### src/rtl/ctrl_teclado_decimal_pkg.sv
// Shared definitions for the decimal keypad controller: FSM states,
// BCD width and the one-hot to BCD encoder.
package ctrl_teclado_decimal_pkg;

    localparam int BCD_W   = 4;
    localparam int NTECLAS = 10;

    typedef enum logic [1:0] {
        REPOSO       = 2'd0,
        ANTIRREBOTE  = 2'd1,
        EMITIR       = 2'd2,
        ESPERA_LIBRE = 2'd3
    } estado_t;

    // Index of the set line as a BCD code; only meaningful for one-hot input.
    function automatic logic [BCD_W-1:0] onehot_a_bcd(input logic [NTECLAS-1:0] v);
        logic [BCD_W-1:0] r;
        r = '0;
        for (int unsigned i = 0; i < NTECLAS; i++) begin
            if (v[i]) begin
                r = BCD_W'(i);
            end
        end
        return r;
    endfunction

endpackage

### src/rtl/ctrl_teclado_decimal_sincronizador_2ff.sv
// Two-flop synchroniser for asynchronous input lines.
module sincronizador_2ff #(
    parameter int ANCHO = 1
) (
    input  logic             clk,
    input  logic             rst_n,
    input  logic [ANCHO-1:0] d,
    output logic [ANCHO-1:0] q
);

    logic [ANCHO-1:0] etapa1;

    // Two back-to-back registers to resolve metastability.
    always_ff @(posedge clk or negedge rst_n) begin
        if (!rst_n) begin
            etapa1 <= '0;
            q      <= '0;
        end else begin
            etapa1 <= d;
            q      <= etapa1;
        end
    end

endmodule

### src/rtl/ctrl_teclado_decimal.sv
// Decimal keypad controller: synchronise, reject multi-key, debounce press
// and release, offer the digit on valid/ready and shift it into the display.
module ctrl_teclado_decimal
    import ctrl_teclado_decimal_pkg::*;
#(
    parameter int DEB_CICLOS = 4,
    parameter int NDIG       = 4
) (
    input  logic                      clk,
    input  logic                      rst_n,
    input  logic [NTECLAS-1:0]        tecla,
    input  logic                      clr,
    output logic [BCD_W-1:0]          dig_bcd,
    output logic                      dig_valid,
    input  logic                      dig_ready,
    output logic [BCD_W*NDIG-1:0]     digitos,
    output logic [$clog2(NDIG+1)-1:0] n_dig,
    output logic                      err_multi
);

    localparam int CW = (DEB_CICLOS > 1) ? $clog2(DEB_CICLOS) : 1;
    localparam int NW = $clog2(NDIG+1);
    localparam logic [CW-1:0] CNT_FIN = CW'(DEB_CICLOS - 1);
    localparam logic [NW-1:0] N_MAX   = NW'(NDIG);

    logic [NTECLAS-1:0]    tecla_s;
    logic                  uno, ninguno, multi;
    logic [BCD_W-1:0]      cod;

    estado_t               estado, estado_nx;
    logic [BCD_W-1:0]      cand, cand_nx;
    logic [CW-1:0]         cnt, cnt_nx;
    logic                  valid_nx, err_nx;
    logic [BCD_W-1:0]      bcd_nx;
    logic [BCD_W*NDIG-1:0] digitos_nx;
    logic [NW-1:0]         n_dig_nx;

    sincronizador_2ff #(
        .ANCHO(NTECLAS)
    ) u_sinc (
        .clk   (clk),
        .rst_n (rst_n),
        .d     (tecla),
        .q     (tecla_s)
    );

    assign uno     = $onehot(tecla_s);
    assign ninguno = (tecla_s == '0);
    assign multi   = !uno && !ninguno;
    assign cod     = onehot_a_bcd(tecla_s);

    // State, debounce counter and all registered outputs.
    always_ff @(posedge clk or negedge rst_n) begin
        if (!rst_n) begin
            estado    <= REPOSO;
            cand      <= '0;
            cnt       <= '0;
            dig_valid <= 1'b0;
            dig_bcd   <= '0;
            err_multi <= 1'b0;
            digitos   <= '0;
            n_dig     <= '0;
        end else begin
            estado    <= estado_nx;
            cand      <= cand_nx;
            cnt       <= cnt_nx;
            dig_valid <= valid_nx;
            dig_bcd   <= bcd_nx;
            err_multi <= err_nx;
            digitos   <= digitos_nx;
            n_dig     <= n_dig_nx;
        end
    end

    // Next-state, debounce counting, handshake and display update.
    // dig_valid is produced registered together with the move into EMITIR,
    // so dig_valid high is equivalent to being in EMITIR.
    always_comb begin
        estado_nx  = estado;
        cand_nx    = cand;
        cnt_nx     = cnt;
        valid_nx   = dig_valid;
        bcd_nx     = dig_bcd;
        err_nx     = 1'b0;
        digitos_nx = digitos;
        n_dig_nx   = n_dig;

        case (estado)
            REPOSO: begin
                if (uno) begin
                    estado_nx = ANTIRREBOTE;
                    cand_nx   = cod;
                    cnt_nx    = '0;
                end else if (multi) begin
                    estado_nx = ESPERA_LIBRE;
                    cnt_nx    = '0;
                    err_nx    = 1'b1;
                end
            end
            ANTIRREBOTE: begin
                if (uno && (cod == cand)) begin
                    if (cnt == CNT_FIN) begin
                        estado_nx = EMITIR;
                        valid_nx  = 1'b1;
                        bcd_nx    = cand;
                    end else begin
                        cnt_nx = cnt + 1'b1;
                    end
                end else begin
                    estado_nx = REPOSO;
                end
            end
            EMITIR: begin
                if (dig_ready) begin
                    estado_nx = ESPERA_LIBRE;
                    valid_nx  = 1'b0;
                    cnt_nx    = '0;
                end
            end
            ESPERA_LIBRE: begin
                if (!ninguno) begin
                    cnt_nx = '0;
                end else if (cnt == CNT_FIN) begin
                    estado_nx = REPOSO;
                end else begin
                    cnt_nx = cnt + 1'b1;
                end
            end
            default: estado_nx = REPOSO;
        endcase

        // clr takes priority over a coinciding handshake.
        if (clr) begin
            digitos_nx = '0;
            n_dig_nx   = '0;
        end else if (dig_valid && dig_ready) begin
            for (int unsigned i = NDIG - 1; i > 0; i--) begin
                digitos_nx[BCD_W*i +: BCD_W] = digitos[BCD_W*(i-1) +: BCD_W];
            end
            digitos_nx[BCD_W-1:0] = cand;
            if (n_dig != N_MAX) begin
                n_dig_nx = n_dig + 1'b1;
            end
        end
    end

endmodule
### config.mk
export PLATFORM = sky130hd
export DESIGN_NAME = ctrl_teclado_decimal
export DESIGN_NICKNAME = d
export VERILOG_FILES = /design/src/rtl/ctrl_teclado_decimal_pkg.sv /design/src/rtl/ctrl_teclado_decimal_sincronizador_2ff.sv /design/src/rtl/ctrl_teclado_decimal.sv
export SDC_FILE = /design/constraint.sdc
export NUM_CORES = 1
export LEC_CHECK = 0
export ABC_AREA = 1
export CELL_PAD_IN_SITES_DETAIL_PLACEMENT = 2
export CELL_PAD_IN_SITES_GLOBAL_PLACEMENT = 2
export CORE_AREA = 2 2 85 87
export DETAILED_ROUTE_END_ITERATION = 12
export DIE_AREA = 0 0 87 89
export GPL_TIMING_DRIVEN = 0
export PLACE_DENSITY_LB_ADDON = 0.1
export SETUP_SLACK_MARGIN = 0.05
export SLEW_MARGIN = 10
export SYNTH_ARGS = -nofsm -noshare
export SYNTH_HDL_FRONTEND = slang
export SYNTH_SLANG_ARGS = --single-unit
export TNS_END_PERCENT = 20
### constraint.sdc
create_clock -name clk -period 9.9 [get_ports clk]
set_clock_uncertainty 0.1 [all_clocks]
set_input_delay 0.99 -clock clk [delete_from_list [all_inputs] [get_ports clk]]
set_output_delay 0.99 -clock clk [all_outputs]
set_load 0.02 [all_outputs]
# --- Word-level counts from Yosys, hierarchy flattened ---
# Cells that the tools add are included.
totals:
  ff_bits: 53
  elab_cells: 87
classes:
  n_mux: 36
  n_eq_ne: 14
  reduce_logical: 16
  n_addsub: 11
ops:
  columns: ["op", "n"]
  rows:
  - ["16-bit two-way mux", 2]
  - ["2-bit two-way mux", 14]
  - ["4-bit two-way mux", 7]
  - ["2-bit one-hot mux with 4 select lines", 2]
  - ["1-bit by 1-bit adder with 2-bit output", 5]
  - ["10-bit logical NOT", 1]
  - ["2-bit inequality test (second input constant)", 5]
  - ["3-bit two-way mux", 3]
  - ["3-bit inequality test (second input constant)", 3]
  - ["1-bit two-way mux", 7]
  - ["2-bit by 2-bit adder with 3-bit output", 2]
  - ["2-bit == test (second input constant)", 3]
  - ["3-bit AND reduction", 2]
  - ["2-bit nonzero test", 3]
  - ["5-bit AND reduction", 1]
  - ["3-bit by 3-bit adder with 4-bit output", 1]
  - ["4-bit by 2-bit adder with 4-bit output", 1]
  - ["4-bit by 1-bit == test with 1-bit output (second input constant)", 1]
  - ["4-bit == test", 1]
  - ["2-bit AND reduction", 2]
  - ["4-bit AND reduction", 1]
  - ["3-bit by 1-bit adder with 3-bit output (second input constant)", 1]
  - ["1-bit logical AND", 3]
  - ["2-bit by 1-bit adder with 2-bit output (second input constant)", 1]
  - ["other kinds (4)", 5]

# --- Logic depth before layout (Yosys ltp) ---
# Gate-level depths: netlist of the first run.
logic_depth:
  ltp_word: 13
  depth_mapped: 21

# --- Cells and area by module ---
# Synthesis of the first run repeated with hierarchy kept, for this count alone.
unflattened:
  hier_cells: 247
  hier_area_um2: 2348.5
by_module_without_submodules:
  columns: ["module", "instances", "area_per_inst_um2", "cells_each"]
  rows:
  - ["ctrl_teclado_decimal", 1, 1848.0, 227]
  - ["sincronizador_2ff", 1, 500.5, 20]

# --- Worst setup path after synthesis of the first run ---
# No wires, ideal clock.
synth_path:
  kind: "register to register"
  startpoint: "reg u_sinc.q[0]"
  endpoint: "reg dig_bcd[3]"
  stages_incl_launch_ff: 20
  setup_ps: 122
  slack_ps: 6182
  path_buffers: 0
  arrival_ps: 3496
  path_cell_list: "dfrtp_1 fa_1 fa_1 inv_1 fa_1 inv_1 ha_1 inv_1 fa_1 nand2_1 nor2_4 nand2_2 nor2_1 nand3_1 nor2_2 nand3_2 nor2_2 nand2_2 nand2_1 o21ai_1"
synth_via:
  elab_chain_cells: 7
synth_rtl:
  columns: ["item", "line", "rtl"]
  rows:
  - ["from (decl)", "ctrl_teclado_decimal_sincronizador_2ff.sv:8", "output logic [ANCHO-1:0] q"]
  - ["from (signal assigned)", "ctrl_teclado_decimal_sincronizador_2ff.sv:20", "q <= etapa1;"]
  - ["1-bit by 1-bit adder with 2-bit output (not written as such)", "ctrl_teclado_decimal.sv:47", "assign uno = $onehot(tecla_s);"]
  - ["2-bit by 2-bit adder with 3-bit output (not written as such)", "ctrl_teclado_decimal.sv:47", null]
  - ["3-bit by 3-bit adder with 4-bit output (not written as such)", "ctrl_teclado_decimal.sv:47", null]
  - ["4-bit by 2-bit adder with 4-bit output (not written as such)", "ctrl_teclado_decimal.sv:47", null]
  - ["4-bit by 1-bit == test with 1-bit output", "ctrl_teclado_decimal.sv:47", null]
  - ["1-bit logical AND", "ctrl_teclado_decimal.sv:101", "if (uno && (cod == cand)) begin"]
  - ["3-bit AND reduction (no line)", null, null]
  - ["to (signal assigned)", "ctrl_teclado_decimal.sv:68", "dig_bcd <= bcd_nx;"]
  - ["to (decl)", "ctrl_teclado_decimal.sv:13", "output logic [BCD_W-1:0] dig_bcd,"]
# Every way passes these cells.
# A chain may end at the register's enable or synchronous reset.

# --- Worst setup path after layout of the first run ---
layout_path:
  startpoint: "reg u_sinc.q[1]"
  endpoint: "reg dig_bcd[2]"
layout_via:
  elab_chain_cells: 12
  elab_cells_between_ends: 17
layout_rtl:
  columns: ["item", "line"]
  rows:
  - ["parallel branches: the longest is 10 deep, another holds 3-bit by 3-bit adder with 4-bit output", null]
  - ["1-bit logical AND (*)", "ctrl_teclado_decimal.sv:101"]
  - ["3-bit AND reduction (no line) (*)", null]
# Mark *: on every way between the ends.

==> results of run 1 <==
[worst paths after layout]
check	slack (ns)	start	end	cells after the start
max reg2reg	5.89	u_sinc.q[1]	dig_bcd[2]	19
min reg2reg	0.26	u_sinc.etapa1[5]	u_sinc.q[5]	0
max	5.89	u_sinc.q[1]	dig_bcd[2]	19
max in group asynchronous	8.55	rst_n	cnt[0]	2
min in group asynchronous	0.57	rst_n	digitos[13]	1
min	0.26	u_sinc.etapa1[5]	u_sinc.q[5]	0
[registers in the layout, summed over array words and instances (netlist names), 2 cells and up]
name / count
cand: 4
cnt: 2
dig_bcd: 4
digitos: 16
estado: 2
n_dig: 3
u_sinc.etapa1: 10
u_sinc.q: 10
[through the flow]
stage | std cells | cell area [um^2] | hold slack, ns
5_1_grt | 371 | 2930 | 0.268
6_report | 371 | 2930 | 0.255
4_1_cts | 371 | 2930 | 0.260
3_3_place_gp | 362 | 2800 | 0.233
2_1_floorplan | 244 | 2320 | 0.231
3_5_place_dp | 363 | 2810 | 0.237
[worst reg2reg max path, delay by kind of cell (launching register included)]
family                   cells  cell delay [ns]
AO/OA/AOI/OAI                1             0.06
AND/OR/NAND/NOR             10             1.08
flip-flops                   1             0.43
adder cells (fa/ha/maj)      5             2.06
buffers and inverters        3             0.17
[per-layer routing]
metal / global-route usage [%] / vias up / share of wire (%)
met3: 3.79 / 6 / 3.7
met4: 5.54 / 0 / 1.6
met2: 27.8 / 35 / 51
met1: 18.6 / 851 / 44
li1: - / 849 / -
met5: 0 / - / 0
[synthesized netlist by cell type]
| master | count |
|---|---|
| nor2_2 | 3 |
| xor2_1 | 1 |
| nor2_1 | 11 |
| fa_1 | 6 |
| inv_1 | 49 |
| a21oi_1 | 1 |
| nand3_2 | 2 |
| dfrtp_1 | 53 |
| nor2_4 | 2 |
| nand2_2 | 2 |
| o22ai_1 | 10 |
| o21ai_0 | 14 |
| nand3_1 | 19 |
| o21ai_1 | 4 |
| a31oi_1 | 1 |
| clkbuf_1 | 3 |
| o31ai_1 | 1 |
| nand4_1 | 1 |
| nand2_1 | 54 |
| o211ai_1 | 2 |
| ha_1 | 5 |
[power by group through the flow]
stage | registers (mW) | logic [mW] | clock network, mW
after floorplan | 0.270 | 0.103 | 0
after global placement | 0.268 | 0.157 | 0
after detailed placement | 0.269 | 0.165 | 0
after CTS | 0.265 | 0.166 | 0.165
after global routing | 0.269 | 0.189 | 0.172
final | 0.264 | 0.160 | 0.156
[cell families after synthesis]
| group | after synthesis | synth area share [%] |
|---|---|---|
| xor gates and xnor gates | 1 | 0.378 |
| DFF | 53 | 57.2 |
| adders and majority gates | 11 | 7.88 |
| AOI/OAI and AO/OA | 33 | 8.04 |
| and+or+nand+nor | 94 | 18.1 |
| buffers and inverters | 52 | 8.42 |
[final cells by class]
type	instances	area (um^2)
Fill cell	730	3780
Sequential cell	53	1330
Multi-Input combinational cell	139	797
Timing Repair Buffer	39	395
Inverter	49	184
Tap cell	80	100
Clock buffer	6	82.6
Clock inverter	2	37.5
Buffer	3	11.3
==> reports/qor.yml, run 1 <==
run_status:
  outcome: "finished, final reports clean"
worst_setup_path:
  crit_required_ns: 10.01
  start_kind: "flip-flop"
  path_class: "flip-flop to flip-flop"
  crit_path_max_incr_delay_ns: 0.51
  crit_arrival_ns: 4.12
  cp_slowest_cell: "fa_1"
  crit_family: "adder cells"
  cp_num_buf_inv: 3
  path_cells: "fa_1 > fa_1 > inv_1 > fa_1 > inv_1 > ha_1 > inv_1 > fa_1 > nand2_1 > nor2_4 > nand2_2 > nor2_1 > nand3_1 > nor2_2 > nand3_2 > nor2_2 > nand2_2 > nand2_1 > o21ai_1"
  cp-end-kind: "flip-flop"
  cpMostUsedCell: "fa_1"
  path_max_fanout: 9
die:
  io_pins: 39
  die-height_um: 89
  die_w_um: 87
  rows: 30
  core_mm2: 0.00672
  start_util_pct: 34.5
  fp.dieArea_mm2: 0.00774
run:
  max-cap-violations: 0
timing:
  hold_viol: 0
  fin_ws_ns: 5.89
  finalSetupTns_ns: 0
  period_minus_slack_ns: 4.01
  rsz0062_at_grt: "false"
  setup_viol: 0
  slew_viol_final: 0
  relSlewSlack_pct: 58.9
  clock.fmax_mhz: 249
  period_share_pct: 40.5
  tightest_slew_ns: 0.616
clock_tree:
  clk_latency_ns: 0.32
  cts_htree_levels: 2
  cts_tree: "done"
  clockRootBuffer: "clkbuf_8"
  clockBufferDepth: 2
  path_clk_slew_ns: 0.10
  cts_setup_buffers: 0
  clkSinkCount: 53
  postCtsResizedCells: 0
  cts_inserted_buffers: 5
  hold_buffers: 0
power_and_ir_drop:
  sequentialPowerShare_pct: 45.5
  ir_drop_mv: 0.0889
  p_int_uw: 384
  p_comb_share_pct: 27.5
  p_total_uw: 580
  netSwitchingFraction_pct: 33.8
  leakage_nw: 1.38
  p_per_area_mw_per_mm2: 198
  p_switching_uw: 196
  clockPowerShare_pct: 27.0
drt:
  drtIter0Drc: 53
  routedWlPerCell_um: 14.1
  viasPerCell: 4.69
  antenna_left: 0
  routed_wl_um: 5230
  vias: 1741
  drc: 0
  first_pass_iters: 4
synth:
  yosys.area.top_type: "dfrtp_1"
  yosysSeqAreaShare_pct: 57.2
  yosys-top-cells-area: "dfrtp_1, nand2_1, inv_1"
  synth_top_area_share_pct: 57.2
  netlist_area_mm2: 0.00232
  synth_seq_cells: 53
  synth_warnings: 0
  postSynthCellCount: 244
  synth_area_per_cell_um2: 9.50
  yosysUniqueCellTypes: 21
  syn-num-nets: 269
finish:
  drive_gt1_share_pct: 6.53
  layout_common_cells: "nand2_1, dfrtp_1, inv_1, clkdlybuf4s50_1, nand3_1"
  fin_util_pct: 43.7
  areaGrowthSynthToFinish_pct: 26.6
  layout.nets: 315
  layout_commonest_cell: "nand2_1"
  n_antenna_cell: 0
min_path:
  holdCritPathClass: "flip-flop to flip-flop"
placement:
  pre_cts_slack_ns: 5.78
  dp_hpwl_um: 4140
  place.gp.congestion: 0.730
  portBuffers: 38
global_route:
  grt_antenna_before_repair: 0
  gr-usage-all-layers_pct: 15.7
  grt_max_degree: 30
  grt_pass1_vias: 1887
  grt_overflow: 0
  grt_pass1_wl_um: 9180
Note: power is estimated with default switching activity, not from simulation.
==> run 2, diff against run 1 <==
--- a/config.mk
+++ b/config.mk
@@ -8,9 +8,9 @@
 export ABC_AREA = 1
 export CELL_PAD_IN_SITES_DETAIL_PLACEMENT = 2
 export CELL_PAD_IN_SITES_GLOBAL_PLACEMENT = 2
-export CORE_AREA = 2 2 85 87
+export CORE_AREA = 2 2 93 95
 export DETAILED_ROUTE_END_ITERATION = 12
-export DIE_AREA = 0 0 87 89
+export DIE_AREA = 0 0 95 97
 export GPL_TIMING_DRIVEN = 0
 export PLACE_DENSITY_LB_ADDON = 0.1
 export SETUP_SLACK_MARGIN = 0.05
==> constraint.sdc (replaced) <==
create_clock -name clk -period 3.45 [get_ports clk]
set_clock_uncertainty 0.1 [all_clocks]
set_input_delay 0.345 -clock clk [delete_from_list [all_inputs] [get_ports clk]]
set_output_delay 0.345 -clock clk [all_outputs]
set_load 0.02 [all_outputs]
==> run 2 against run 1 <==
Register-to-register slack got worse by 6.2 ns. Via count up 2.7%. The run now ends with negative setup slack left. Fmax increased by 6.0%. Setup slack got worse by 6.2 ns. Highest routed layer unchanged. Critical endpoint is now dig_bcd[0].
==> reports/qor.yml, run 2 (synthesized netlist as in run 1, its figures left out) <==
run_status:
  outcome: "complete, but fails checks"
  violations: "negative setup slack"
worst_setup_path:
  reg2reg_slack_ns: -0.33  # -6.22 ns
  start_kind: "flip-flop"
  crit_required_ns: 3.55  # -6.46 ns
  crit_arrival_ns: 3.89  # -0.23 ns
  r2r.worst_path.cells: 19  # unchanged
  critical_path.reg2reg.startpoint: "u_sinc.q[0]"
  crit_path_max_incr_delay_ns: 0.51  # about the same
  cp-end-kind: "flip-flop"
  path_class: "flip-flop to flip-flop"
  path_max_fanout: 5  # -4
  path_cells: "fa_1 > fa_1 > inv_1 > fa_1 > inv_2 > ha_4 > inv_2 > fa_1 > nand2_2 > nor2_4 > nand2_4 > nor2_4 > nand3_2 > nor2_4 > nand3_4 > nor2_4 > nand2_4 > nand2_1 > o21ai_1"
  crit_start: "u_sinc.q[0]"
  cp_slowest_cell: "fa_1"
  r2r_end: "dig_bcd[0]"
power_and_ir_drop:
  p_comb_share_pct: 30.1  # +2.6 points
  p_int_mw: 1.20  # +210%
  clockPowerShare_pct: 28.1  # +1.1 points
  netSwitchingFraction_pct: 34.3  # +0.53 points
  sequentialPowerShare_pct: 41.8  # -3.7 points
  ir_drop_mv: 0.195  # +120%
  p_switching_uw: 626  # +220%
  leakage_nw: 1.45  # +4.5%
  p_per_area_mw_per_mm2: 585  # +200%
finish:
  layout.nets: 322  # +2.2%
  n_antenna_cell: 0  # unchanged
  areaGrowthSynthToFinish_pct: 34.6
  largest_reg_flops: 16  # unchanged
  layout_commonest_cell: "dfrtp_1"
  fin_util_pct: 38.4  # -5.3 points
  reg_top3: "digitos: 16 flops, u_sinc.etapa1: 10 flops, u_sinc.q: 10 flops"
  top_register: "digitos"
  layout_common_cells: "dfrtp_1, nand2_1, inv_1, clkdlybuf4s50_1, nand3_1"
  fillCellCount: 889  # +22%
  ff_latch_area_mm2: 0.00133  # unchanged
  drive_gt1_share_pct: 13.8  # +7.2 points
  design_area_mm2: 0.00312  # +6.4%
  multiInputGateArea_um2: 897  # +13%
min_path:
  whs_endpoint: "u_sinc.q[2]"
  hold_start: "u_sinc.etapa1[2]"
  hold_depth: 0  # unchanged
  holdCritPathClass: "flip-flop to flip-flop"
die:
  die_w_um: 95  # +9.2%
  io_pins: 39  # unchanged
  start_util_pct: 28.5  # -6.0 points
  fp.dieArea_mm2: 0.00922  # +19%
  rows: 33  # +10%
  die-height_um: 97  # +9.0%
  core_mm2: 0.00813  # +21%
drt:
  drt-met1-wl_um: 2430  # +6.4%
  antenna_left: 0  # unchanged
  routedWlPerCell_um: 13.2  # -6.2%
  viasPerCell: 4.44  # -5.5%
  routed_wl_um: 5330  # +1.9%
  first_pass_iters: 3  # -1
  drtIter0Drc: 18  # -66%
  wl_met2_um: 2630  # -1.5%
  top_layer: "met4"
  drc: 0  # unchanged
  dr_wl_met3_um: 200  # +3.6%
  vias: 1788  # +2.7%
timing:
  setup_viol: 12  # +12
  relSlewSlack_pct: 54.0  # -4.9 points
  rsz0062_at_grt: "true"
  tightest_slew_ns: 0.690  # +0.0739 ns
  slew_viol_final: 0  # unchanged
  period_minus_slack_ns: 3.78  # -0.229 ns
  hold_viol: 0  # unchanged
  fin_ws_ns: -0.334  # -6.22 ns
  hold-worst-slack_ns: 0.256  # +0.00113 ns
  clock.fmax_mhz: 264  # +6.0%
  period_share_pct: 110  # +69 points
placement:
  pre_cts_slack_ns: -0.608  # -6.39 ns
  dp_hpwl_um: 3870  # -6.5%
  place.gp.congestion: 0.767  # +5.0%
  placed_cell_area_mm2: 0.00283  # +0.49%
  portBuffers: 38  # unchanged
clock_tree:
  cts_inserted_buffers: 5  # unchanged
  cts_htree_levels: 2  # unchanged
  clockBufferDepth: 2  # unchanged
  cts_tree: "done"
  clk_latency_ns: 0.32  # about the same
  clockRootBuffer: "clkbuf_8"
  path_clk_slew_ns: 0.10  # about the same
  clkSinkCount: 53  # unchanged
global_route:
  grt_pass1_wl_um: 9590  # +4.4%
  grt_antenna_before_repair: 0  # unchanged
  gr-usage-all-layers_pct: 13.3  # -2.4 points
  grt_pass1_vias: 1980  # +4.9%
  grt_overflow: 0  # unchanged
  grt_max_degree: 54  # +80%
run:
  max-cap-violations: 0  # unchanged
[run 2: cell types whose count changed in the layout (fill, tap and decap cells not counted), sizes merged]
cell,change
bufinv,+1
inv,+1
nand2,+1
clkbuf,-1
clkinvlp,-1
buf,+5
dlygate4sd3,+1
[run 2: power by group through the flow]
stage	Clock, mW	Sequential [mW]	Combinational (mW)
after CTS	0.538	0.761	0.529
after global routing	0.561	0.776	0.644
after detailed placement	0	0.771	0.467
after global placement	0	0.772	0.447
final	0.513	0.762	0.550
after floorplan	0	0.774	0.296
[run 2: final cells by class]
type                       count  share of cell area (%)
buffer                         3                   0.361
clock buffer                   5                    2.21
clock inverter                 3                    2.21
inverter                      49                    5.89
multi-input combinational    140                    28.7
sequential                    53                    42.5
tap                          105                    4.21
timing repair buffer          45                    13.9
[run 2: how the worst max path moves through the flow]
| stage | end | depth (start not counted) |
|---|---|---|
| 4_1_cts | dig_bcd[0] | 19 |
| 6_report | dig_bcd[0] | 19 |
| 3_5_place_dp | dig_bcd[2] | 19 |
| 5_1_grt | cnt[1] | 19 |
| 2_1_floorplan | dig_bcd[3] | 19 |
| 3_3_place_gp | dig_bcd[2] | 19 |
[run 2: worst max-delay path, delay by kind of cell (launching register included)]
kind	cells	cell delay, ns
adder cells (fa/ha/maj)	5	2.07
AND/OR/NAND/NOR	10	0.90
flip-flops	1	0.41
buffers and inverters	3	0.16
AO/OA/AOI/OAI	1	0.05
[run 2: stage by stage]
stage          std cells  TNS [ns]  total power, mW
3_3_place_gp         387     -5.10             1.22
3_5_place_dp         387     -5.82             1.24
2_1_floorplan        244     -2.03             1.07
6_report             403     -3.06             1.83
5_1_grt              403     -6.22             1.98
4_1_cts              401     -5.00             1.83
[run 2: repair_timing]
item	CTS	global route
setup buffers	4	2
hold buffers	1	0
gates resized for setup	14	13
gates cloned	1	0
pin swaps	8	4
hold endpoints to repair	53	0
setup endpoints to repair	13	14
[run 2: routing by layer]
layer,vias to the layer above,GRT usage [%]
met2,36,22.0
met3,7,2.88
li1,869,-
met5,-,0
met1,876,17.2
met4,0,4.01
==> run 3, diff against run 2 <==
--- a/config.mk
+++ b/config.mk
@@ -6,9 +6,12 @@
 export NUM_CORES = 1
 export LEC_CHECK = 0
 export ABC_AREA = 1
+export ABC_CLOCK_PERIOD_IN_PS = 3450
+export CAP_MARGIN = 15
 export CELL_PAD_IN_SITES_DETAIL_PLACEMENT = 2
 export CELL_PAD_IN_SITES_GLOBAL_PLACEMENT = 2
 export CORE_AREA = 2 2 93 95
+export CTS_CLUSTER_DIAMETER = 40
 export DETAILED_ROUTE_END_ITERATION = 12
 export DIE_AREA = 0 0 95 97
 export GPL_TIMING_DRIVEN = 0
==> results of run 3 <==
Same layout as run 2: the final DEF is identical, and so are final timing and power.
